**src/rtl/serial_pkg.sv**
```systemverilog
// -----------------------------------------------------------------------------
// serial_pkg
// Shared definitions for the serial bit-stream path: the serializer state
// encoding, the counter-width helper and the default idle line level. The
// downstream serial pattern detectors use the same idle level, so an idle
// serializer never looks like data to them.
// No ports (package).
// -----------------------------------------------------------------------------
package serial_pkg;

    // Serializer state. IDLE: no word in flight. SHIFT: emitting bits.
    typedef enum logic {
        IDLE  = 1'b0,
        SHIFT = 1'b1
    } state_e;

    // Line level driven whenever no real data bit is on the wire.
    localparam logic IDLE_BIT_DEFAULT = 1'b0;

    // Width of a counter that must hold values 0 .. data_w-1.
    function automatic int cnt_width(input int data_w);
        return (data_w > 1) ? $clog2(data_w) : 1;
    endfunction

endpackage

```
**src/rtl/bit_serializer_if.sv**
```systemverilog
// -----------------------------------------------------------------------------
// bit_serializer_if
// Groups the word-input handshake and the serial-output signals of the
// bit serializer.
//
// Handshake: a word moves from the upstream source into the serializer on
// every rising clk edge where s_valid and s_ready are both 1. s_valid may be
// raised at any time and s_data may change freely while s_ready is 0; only
// the s_data value present at the transfer edge is taken. s_ready is
// combinational and never depends on s_valid.
//
// Signals:
//   s_data      word to serialize            (source -> serializer)
//   s_valid     s_data is valid              (source -> serializer)
//   s_ready     serializer can take a word   (serializer -> source)
//   flush       abort the word in flight     (source -> serializer)
//   bit_out     serial data bit, registered  (serializer -> sink)
//   bit_valid   bit_out is a real data bit   (serializer -> sink)
//   frame_start first bit of a word          (serializer -> sink)
//   frame_end   last bit of a word           (serializer -> sink)
// Modports: master = upstream source / bench driver, slave = serializer.
// -----------------------------------------------------------------------------
interface bit_serializer_if #(
    parameter int DATA_W = 8
);
    logic [DATA_W-1:0] s_data;
    logic              s_valid;
    logic              s_ready;
    logic              flush;
    logic              bit_out;
    logic              bit_valid;
    logic              frame_start;
    logic              frame_end;

    modport master (
        output s_data, s_valid, flush,
        input  s_ready, bit_out, bit_valid, frame_start, frame_end
    );

    modport slave (
        input  s_data, s_valid, flush,
        output s_ready, bit_out, bit_valid, frame_start, frame_end
    );
endinterface

```
**src/rtl/bit_serializer.sv**
```systemverilog
// -----------------------------------------------------------------------------
// bit_serializer
// Parallel-to-serial stage: turns DATA_W-bit words into one bit per clock.
// Back-to-back words are chained with no idle cycle so that serial patterns
// spanning word boundaries reach the downstream detectors intact.
//
// Parameters:
//   DATA_W    word width (>= 2)
//   MSB_FIRST 1: bit DATA_W-1 leaves first, 0: bit 0 leaves first
//   IDLE_BIT  level of bit_out whenever bit_valid = 0
// Ports:
//   clk          system clock, rising edge
//   reset        asynchronous, active-high reset
//   bus          bit_serializer_if.slave (handshake in, serial stream out)
//   dbg_state_o  current FSM state, for observation only
//
// Every output except s_ready is taken straight from a flop, so the stream
// can feed a registered Mealy detector without extra staging.
// -----------------------------------------------------------------------------
module bit_serializer
    import serial_pkg::*;
#(
    parameter int   DATA_W    = 8,
    parameter bit   MSB_FIRST = 1'b1,
    parameter logic IDLE_BIT  = IDLE_BIT_DEFAULT
) (
    input  logic            clk,
    input  logic            reset,
    bit_serializer_if.slave bus,
    output state_e          dbg_state_o
);

    localparam int               CNT_W    = cnt_width(DATA_W);
    localparam logic [CNT_W-1:0] CNT_LAST = CNT_W'(DATA_W - 1);

    state_e            state_q, state_d;
    logic [CNT_W-1:0]  cnt_q, cnt_d;
    logic [DATA_W-1:0] shreg_q, shreg_d;
    logic              bit_out_q, bit_out_d;
    logic              bit_valid_q, bit_valid_d;
    logic              frame_start_q, frame_start_d;
    logic              frame_end_q, frame_end_d;

    logic ready;
    logic accept;

    // Ready in IDLE, and also on the last bit of a word so the next word
    // loads on the same edge that would otherwise drop back to IDLE.
    assign ready  = !reset && !bus.flush &&
                    (state_q == IDLE || (state_q == SHIFT && cnt_q == '0));
    assign accept = bus.s_valid && ready;

    always_comb begin
        state_d       = state_q;
        cnt_d         = cnt_q;
        shreg_d       = shreg_q;
        frame_start_d = 1'b0;

        if (bus.flush) begin
            // Flush wins over an accept; ready is already 0 here.
            state_d = IDLE;
            cnt_d   = '0;
            shreg_d = '0;
        end else if (accept) begin
            state_d       = SHIFT;
            cnt_d         = CNT_LAST;
            shreg_d       = bus.s_data;
            frame_start_d = 1'b1;
        end else if (state_q == SHIFT) begin
            if (cnt_q != '0) begin
                cnt_d   = cnt_q - CNT_W'(1);
                shreg_d = MSB_FIRST ? (shreg_q << 1) : (shreg_q >> 1);
            end else begin
                state_d = IDLE;
            end
        end

        // Output flops are loaded from next-state values, so the bit shown in
        // a cycle is the output-end bit of the register held in that cycle.
        bit_valid_d = (state_d == SHIFT);
        if (bit_valid_d) begin
            bit_out_d = MSB_FIRST ? shreg_d[DATA_W-1] : shreg_d[0];
        end else begin
            bit_out_d = IDLE_BIT;
        end
        frame_end_d = bit_valid_d && (cnt_d == '0);
    end

    always_ff @(posedge clk or posedge reset) begin
        if (reset) begin
            state_q       <= IDLE;
            cnt_q         <= '0;
            shreg_q       <= '0;
            bit_out_q     <= IDLE_BIT;
            bit_valid_q   <= 1'b0;
            frame_start_q <= 1'b0;
            frame_end_q   <= 1'b0;
        end else begin
            state_q       <= state_d;
            cnt_q         <= cnt_d;
            shreg_q       <= shreg_d;
            bit_out_q     <= bit_out_d;
            bit_valid_q   <= bit_valid_d;
            frame_start_q <= frame_start_d;
            frame_end_q   <= frame_end_d;
        end
    end

    assign bus.s_ready     = ready;
    assign bus.bit_out     = bit_out_q;
    assign bus.bit_valid   = bit_valid_q;
    assign bus.frame_start = frame_start_q;
    assign bus.frame_end   = frame_end_q;
    assign dbg_state_o     = state_q;

endmodule
```
**src/flat_wrapper.sv**
```systemverilog
// flat-port wrapper written by rule: the top's interface ports become plain ports
module bit_serializer_flat import serial_pkg::*;
#(
    parameter int   DATA_W    = 8,
    parameter bit   MSB_FIRST = 1'b1,
    parameter logic IDLE_BIT  = IDLE_BIT_DEFAULT
)
  (clk, reset, dbg_state_o, bus_s_data, bus_s_valid, bus_flush, bus_s_ready, bus_bit_out, bus_bit_valid, bus_frame_start, bus_frame_end);
  bit_serializer_if #(.DATA_W(DATA_W)) bus_i ();
  input  logic clk;
  input  logic reset;
  output state_e dbg_state_o;
  input wire logic [$bits(bus_i.s_data)-1:0] bus_s_data;
  input wire logic [$bits(bus_i.s_valid)-1:0] bus_s_valid;
  input wire logic [$bits(bus_i.flush)-1:0] bus_flush;
  output wire logic [$bits(bus_i.s_ready)-1:0] bus_s_ready;
  output wire logic [$bits(bus_i.bit_out)-1:0] bus_bit_out;
  output wire logic [$bits(bus_i.bit_valid)-1:0] bus_bit_valid;
  output wire logic [$bits(bus_i.frame_start)-1:0] bus_frame_start;
  output wire logic [$bits(bus_i.frame_end)-1:0] bus_frame_end;
  assign bus_i.s_data = bus_s_data;
  assign bus_i.s_valid = bus_s_valid;
  assign bus_i.flush = bus_flush;
  assign bus_s_ready = bus_i.s_ready;
  assign bus_bit_out = bus_i.bit_out;
  assign bus_bit_valid = bus_i.bit_valid;
  assign bus_frame_start = bus_i.frame_start;
  assign bus_frame_end = bus_i.frame_end;
  bit_serializer #(.DATA_W(DATA_W), .MSB_FIRST(MSB_FIRST), .IDLE_BIT(IDLE_BIT)) u_core (.clk(clk), .reset(reset), .bus(bus_i), .dbg_state_o(dbg_state_o));
endmodule
```
**config.mk**
```make
export PLATFORM = sky130hd
export DESIGN_NAME = bit_serializer_flat
export DESIGN_NICKNAME = d
export VERILOG_FILES = /design/src/rtl/serial_pkg.sv /design/src/rtl/bit_serializer_if.sv /design/src/rtl/bit_serializer.sv /design/src/flat_wrapper.sv
export SDC_FILE = /design/constraint.sdc
export NUM_CORES = 1
export LEC_CHECK = 0
export CORE_MARGIN = 3
export CORE_UTILIZATION = 51
export DETAILED_ROUTE_END_ITERATION = 7
export PLACE_DENSITY_LB_ADDON = 0.25
export SYNTH_ARGS = -nofsm -noshare
export SYNTH_HDL_FRONTEND = slang
export SYNTH_SLANG_ARGS = --single-unit
```
**constraint.sdc**
```tcl
create_clock -name clk -period 3.55 [get_ports clk]
set_input_delay 0.71 -clock clk [delete_from_list [all_inputs] [get_ports clk]]
set_output_delay 0.71 -clock clk [all_outputs]
set_load 0.02 [all_outputs]
```
==> out/results.ini, run 1 <==
[run_status]
status=completed

[place]
dpl_cell_area_um2=893.4
portBuffers=17
dpl.hpwl_um=1065
place_congestion=0.7727

[floorplanning]
ios=18
placementRows=13
initial_core_util=0.5635
die_area_um2=1991
die-height_um=44.62
die_x_um=44.62
coreArea_um2=1350

[synth]
synth_top_family_by_area=compound AO/OA/AOI/OAI gates
async_flop_share=1.000
syn_inst=76
yosys.area_share.simple=0.1464
synthAdderAreaFrac=0.03289
synth_cell_type_count=26
syn_area_per_cell_um2=10.01
synth-compound-area-share=0.2220
synth.ff_latch_count=14
ys_seq_area_frac=0.4605
synth_ff_type=dfrtp_1
yosysWarnings=0
synth-edff-count=0
syn_area_um2=760.7
synth.area.mux_share=0
syn_nets=90
synthXorXnorAreaFrac=0

[clock_network]
clock_path_buffers=2
cts-root-buf=clkbuf_4
clk_pin_slew_ns=0.09
hold_buffers=0
postCtsResizedCells=0
tritoncts=done
clock-sinks=14
htreeDepth=1
cts_buffers=3
clk_latency_ns=0.28
cts_setup_buffers=0

[global_route]
grt_pass1_wl_um=2580
grt_usage=0.1800
antenna_found_initial=0
grt-ovfl-total=0
grt_max_degree=17
grt_pass1_vias=620

[timing]
rsz0062_at_grt=false
whs_ns=0.5402
fin_crit_sh=0.8365
hold_viol_final=0
fin_crit_ns=2.970
fmax_mhz=336.7
drv_slew=0
fin_setup_tns_ns=0
setup_viol=0
skew_ns=0.003942
worstMarginPinSlew_ns=0.5743
slew_headroom=0.6155

[power]
p_per_area_nw_per_um2=377.5
ir_worst_vdd_mv=0.2550
power.leakage_uw=0.0003955

[critical_path]
worst_ep_arrival_time_ns=2.26
cp_cell_sequence=inv_1, ha_1, nand2b_4, and2_1, nor3_1, clkdlybuf4s50_1
cp-end-kind=primary output
critPathKind=reg2out
cp_max_fo=11
crit_slowest_cell=clkdlybuf4s50_1
crit_path_max_incr_delay_ns=0.63
cp.required_ns=2.84
startpoint_type=flip-flop

[detailed_routing]
dr.pass1.iters=4
first_iter_violations=11
vias=609
antenna_left=0
drt_wl_total_um=1518
wl_per_cell_um=14.32
via_per_inst=5.745
drcViolationCount=0

[layout]
syn_to_final_growth_pct=22.20
layout-drive-gt1-share=0.09890
nFillCells=113
n_antenna_cell=0
final_cell_area_um2=929.6
mostFrequentLayoutCell=clkdlybuf4s50_1
mostFrequentLayoutCells=17 x clkdlybuf4s50_1, 14 x dfrtp_1, 11 x inv_1
fin_nets=106

[hold_path]
hold_path_class=reg2reg

[flow_run]
max_cap_viol_count=0

## area by class of cell
| cell class | instances | area, um^2 | area share |
|---|---|---|---|
| flip-flops and latches | 14 | 350.3 | 0.3769 |
| inverters | 11 | 41.29 | 0.04441 |
| clock buffers | 4 | 36.28 | 0.03903 |
| well taps | 15 | 18.77 | 0.02019 |
| repair buffers | 18 | 177.7 | 0.1911 |
| multi-input cells | 44 | 305.3 | 0.3284 |
## metal layers
| layer | GRT usage | routed length (um) | up-vias |
|---|---|---|---|
| met4 | 0.1024 | 16 | 0 |
| met2 | 0.2894 | 712 | 22 |
| met5 | 0 | 0 | - |
| met3 | 0.03659 | 99 | 2 |
| li1 | - | - | 297 |
| met1 | 0.2214 | 690 | 288 |
## path summary, 6_finish.rpt
check / slack, ns / cells after the start / endpoint / from
worst max-delay path: 0.58 / 6 / bus_s_ready / u_core.cnt_q[0]
max in group asynchronous: 2.33 / 2 / u_core.cnt_q[2] / reset
min in group asynchronous: 0.86 / 2 / u_core.shreg_q[0] / reset
worst min register to register: 0.54 / 2 / u_core.shreg_q[4] / u_core.shreg_q[3]
worst min-delay path: 0.54 / 2 / u_core.shreg_q[4] / u_core.shreg_q[3]
worst max register to register: 1.94 / 5 / u_core.shreg_q[5] / u_core.cnt_q[0]
## report_power, final
part	total [uW]	internal, uW	switching (uW)
Clock	117	62.4	54.7
Combinational	61.4	29.4	32.0
Sequential	172	167	5.62
Total	351	259	92.3
## kinds of logic (layout without fill, tap and decap cells)
logic type               Yosys count  after routing
AO/OA/AOI/OAI                     22             22
AND/OR/NAND/NOR                   20             20
buffers and inverters             18             33
flip-flops                        14             14
adder cells (fa/ha/maj)            2              2
## synthesized netlist by cell type, types with 2 or more instances
| cell type | n | share of area |
|---|---|---|
| a221oi_1 | 8 | 0.092 |
| nor3_1 | 2 | 0.013 |
| dfrtp_1 | 14 | 0.46 |
| a22oi_1 | 6 | 0.059 |
| nor2_1 | 3 | 0.015 |
| inv_1 | 11 | 0.054 |
| buf_6 | 3 | 0.044 |
| a21oi_1 | 3 | 0.020 |
| nand2_1 | 8 | 0.039 |
| ha_1 | 2 | 0.033 |
## worst max-delay path: cells and delay by family, from the launching register on
family	cells	cell delay, ns
buffers and inverters	2	0.73
and+or+nand+nor	3	0.61
DFF	1	0.40
adders and majority gates	1	0.24
## sequential cells by signal, summed over array words and instances, names as in the netlist
signal and count:
u_core.shreg_q 7, u_core.cnt_q 3, u_core.bus.bit_out 1, u_core.bus.frame_end 1, u_core.bus.frame_start 1, u_core.dbg_state_o 1
## through the flow
stage | total power, uW | setup WS [ns] | util | instances
after floorplan | 218.7 | 1.297 | - | 76
after global placement | 235.5 | 0.8549 | 0.6617 | 102
after detailed placement | 237.1 | 0.7769 | 0.6617 | 102
after CTS | 353.8 | 0.5383 | 0.6886 | 106
after global routing | 367.8 | 0.3726 | 0.6886 | 106
final | 350.9 | 0.5804 | 0.6886 | 106
Note: power is estimated with default switching activity, not from simulation.
==> run 2, diff against run 1 <==
--- a/config.mk
+++ b/config.mk
@@ -6,7 +6,7 @@
 export NUM_CORES = 1
 export LEC_CHECK = 0
 export CORE_MARGIN = 3
-export CORE_UTILIZATION = 51
+export CORE_UTILIZATION = 42
 export DETAILED_ROUTE_END_ITERATION = 7
 export PLACE_DENSITY_LB_ADDON = 0.25
 export SYNTH_ARGS = -nofsm -noshare
==> constraint.sdc (replaced) <==
create_clock -name clk -period 2.55 [get_ports clk]
set_input_delay 0.51 -clock clk [delete_from_list [all_inputs] [get_ports clk]]
set_output_delay 0.51 -clock clk [all_outputs]
set_load 0.02 [all_outputs]
==> out/results.ini, run 2 (synthesized netlist as in run 1, its figures left out) <==
[timing]
whs_ns=0.5374  ; was 0.5402 ns
setup_viol=0  ; unchanged
fin_crit_ns=2.296
worstMarginPinSlew_ns=0.5320  ; was 0.5743 ns
slew_headroom=0.6449  ; was 0.6155
fin_setup_tns_ns=0  ; unchanged
fmax_mhz=435.5
rsz0062_at_grt=false  ; unchanged
fin_crit_sh=0.9005
hold_viol_final=0  ; unchanged
skew_ns=0.002731  ; was 0.003942 ns
drv_slew=0  ; unchanged

[flow_run]
max_cap_viol_count=0  ; unchanged

[detailed_routing]
via_per_inst=5.127  ; was 5.745
first_iter_violations=14  ; was 11
drcViolationCount=0  ; unchanged
wl_per_cell_um=12.25  ; was 14.32 um
drt_wl_total_um=1446  ; was 1518 um
antenna_left=0  ; unchanged
vias=605  ; was 609
dr.pass1.iters=4  ; unchanged

[global_route]
grt_usage=0.1339  ; was 0.1800
grt_pass1_wl_um=2518  ; was 2580 um
grt-ovfl-total=0  ; unchanged
grt_pass1_vias=590  ; was 620
grt_max_degree=16  ; was 17
antenna_found_initial=0  ; unchanged

[layout]
largest_reg_flops=7  ; unchanged
layout-drive-gt1-share=0.1277  ; was 0.09890
n_antenna_cell=0  ; unchanged
nFillCells=156  ; was 113
fin_nets=110  ; was 106
syn_to_final_growth_pct=25.66  ; was 22.20%
seqCellArea_um2=350.3  ; unchanged
mostFrequentLayoutCell=clkdlybuf4s50_1  ; unchanged
reg.largest.list=u_core.shreg_q (7), u_core.cnt_q (3)  ; unchanged
multi_input_area_um2=305.3  ; unchanged
final_cells=118  ; was 106
fin_util=0.5932  ; was 0.6886
top_register=u_core.shreg_q  ; unchanged
mostFrequentLayoutCells=16 x clkdlybuf4s50_1, 14 x dfrtp_1, 11 x inv_1  ; was 17 x clkdlybuf4s50_1, 14 x dfrtp_1, 11 x inv_1

[run_status]
status=completed  ; unchanged

[clock_network]
clk_latency_ns=0.27  ; was 0.28 ns
clock_path_buffers=2  ; unchanged
tritoncts=done  ; unchanged
hold_buffers=0  ; unchanged
cts_buffers=3  ; unchanged
clock-sinks=14  ; unchanged
clk_pin_slew_ns=0.08  ; was 0.09 ns
cts-root-buf=clkbuf_4  ; unchanged
htreeDepth=1  ; unchanged

[place]
dpl.hpwl_um=1054  ; was 1065 um
portBuffers=17  ; unchanged
place_congestion=0.7952  ; was 0.7727
place_inst=115  ; was 102

[power]
power.leakage_uw=0.0004119  ; was 0.0003955 uW
p_per_area_nw_per_um2=468.3  ; was 377.5 nW/um^2
ir_worst_vdd_mv=0.2210  ; was 0.2550 mV
finalPower_uw=447.7  ; was 350.9 uW

[critical_path]
worst_ep_arrival_time_ns=1.79  ; was 2.26 ns
critPathKind=reg2out  ; unchanged
cp_cell_sequence=inv_1, ha_1, nand2b_4, and2_1, nor3_1, dlygate4sd2_1  ; was inv_1, ha_1, nand2b_4, and2_1, nor3_1, clkdlybuf4s50_1
cp_max_fo=11  ; unchanged
startpoint_type=flip-flop  ; unchanged
ff2ff_path_depth=6  ; was 5
cp.required_ns=2.04  ; was 2.84 ns
cp-end-kind=primary output  ; unchanged
crit_slowest_cell=dfrtp_1  ; was clkdlybuf4s50_1
crit_path_max_incr_delay_ns=0.40  ; was 0.63 ns

[hold_path]
hold_path_class=reg2reg  ; unchanged
hold_path_depth=2  ; unchanged

[floorplanning]
placementRows=14  ; was 13
ios=18  ; unchanged
initial_core_util=0.4720  ; was 0.5635
die_area_um2=2358  ; was 1991 um^2
die-height_um=48.56  ; was 44.62 um
coreArea_um2=1612  ; was 1350 um^2
die_x_um=48.56  ; was 44.62 um

-- run 2: cell types whose count changed in the layout (fill, tap and decap cells not counted) --
| cell | before | now |
|---|---|---|
| clkdlybuf4s50_1 | 17 | 16 |
| dlygate4sd2_1 | 0 | 1 |
| buf_4 | 1 | 5 |
| clkbuf_8 | 1 | 0 |
-- run 2: metal layers --
metal,share of wire,vias up,global-route usage
met1,0.45,281,0.1705
met3,0.062,2,0.03681
li1,-,307,-
met4,0.0048,0,0.04265
met5,0,-,0
met2,0.49,15,0.2202
-- run 2: report_power, final --
group,internal [uW],total [uW],leakage [uW],switching (uW)
logic,42.8,88.8,0.000207,46.0
registers,232,238,0.000191,5.30
clock network,54.5,121,0.0000138,66.7
-- run 2: timing repair --
| action | 4_1_cts | 5_1_grt |
|---|---|---|
| gates resized for setup | 1 | 0 |
| setup endpoints to repair | 1 | 0 |
| buffers inserted | 0 | 0 |
-- run 2: cell type report --
| class | count | area share |
|---|---|---|
| Sequential cell | 14 | 0.3665 |
| Multi-Input combinational cell | 44 | 0.3194 |
| Tap cell | 24 | 0.03141 |
| Inverter | 11 | 0.04319 |
| Timing Repair Buffer | 22 | 0.2160 |
| Clock buffer | 3 | 0.02356 |
-- run 2: critical path, delay by kind of cell, from the launching register on --
family | cells | cell delay, ns
buf+inv | 2 | 0.45
simple gates | 3 | 0.42
flops | 1 | 0.40
fa+ha+maj | 1 | 0.24
-- run 2: worst paths after layout --
| kind | startpoint | endpoint | slack, ns |
|---|---|---|---|
| min | u_core.shreg_q[2] | u_core.shreg_q[2] | 0.54 |
| max reg2reg | u_core.cnt_q[0] | u_core.cnt_q[1] | 0.92 |
| max in group asynchronous | reset | u_core.dbg_state_o | 1.53 |
| min in group asynchronous | reset | u_core.shreg_q[0] | 0.67 |
| max | u_core.cnt_q[0] | bus_s_ready | 0.25 |
| min reg2reg | u_core.shreg_q[2] | u_core.shreg_q[2] | 0.54 |
-- run 2: through the flow --
step / cell area, um^2 / setup slack (ns)
final: 955.9 / 0.2538
after global routing: 955.9 / 0.1013
after CTS: 955.9 / 0.2356
after detailed placement: 934.6 / 0.2463
after global placement: 934.6 / 0.2475
after floorplan: 760.7 / 0.4971
==> run 3, diff against run 2 <==
--- a/config.mk
+++ b/config.mk
@@ -8,6 +8,7 @@
 export CORE_MARGIN = 3
 export CORE_UTILIZATION = 42
 export DETAILED_ROUTE_END_ITERATION = 7
+export GPL_TIMING_DRIVEN = 1
 export PLACE_DENSITY_LB_ADDON = 0.25
 export SYNTH_ARGS = -nofsm -noshare
 export SYNTH_HDL_FRONTEND = slang
==> results of run 3 <==
No change in the layout: final DEF, timing and power equal those of run 2.
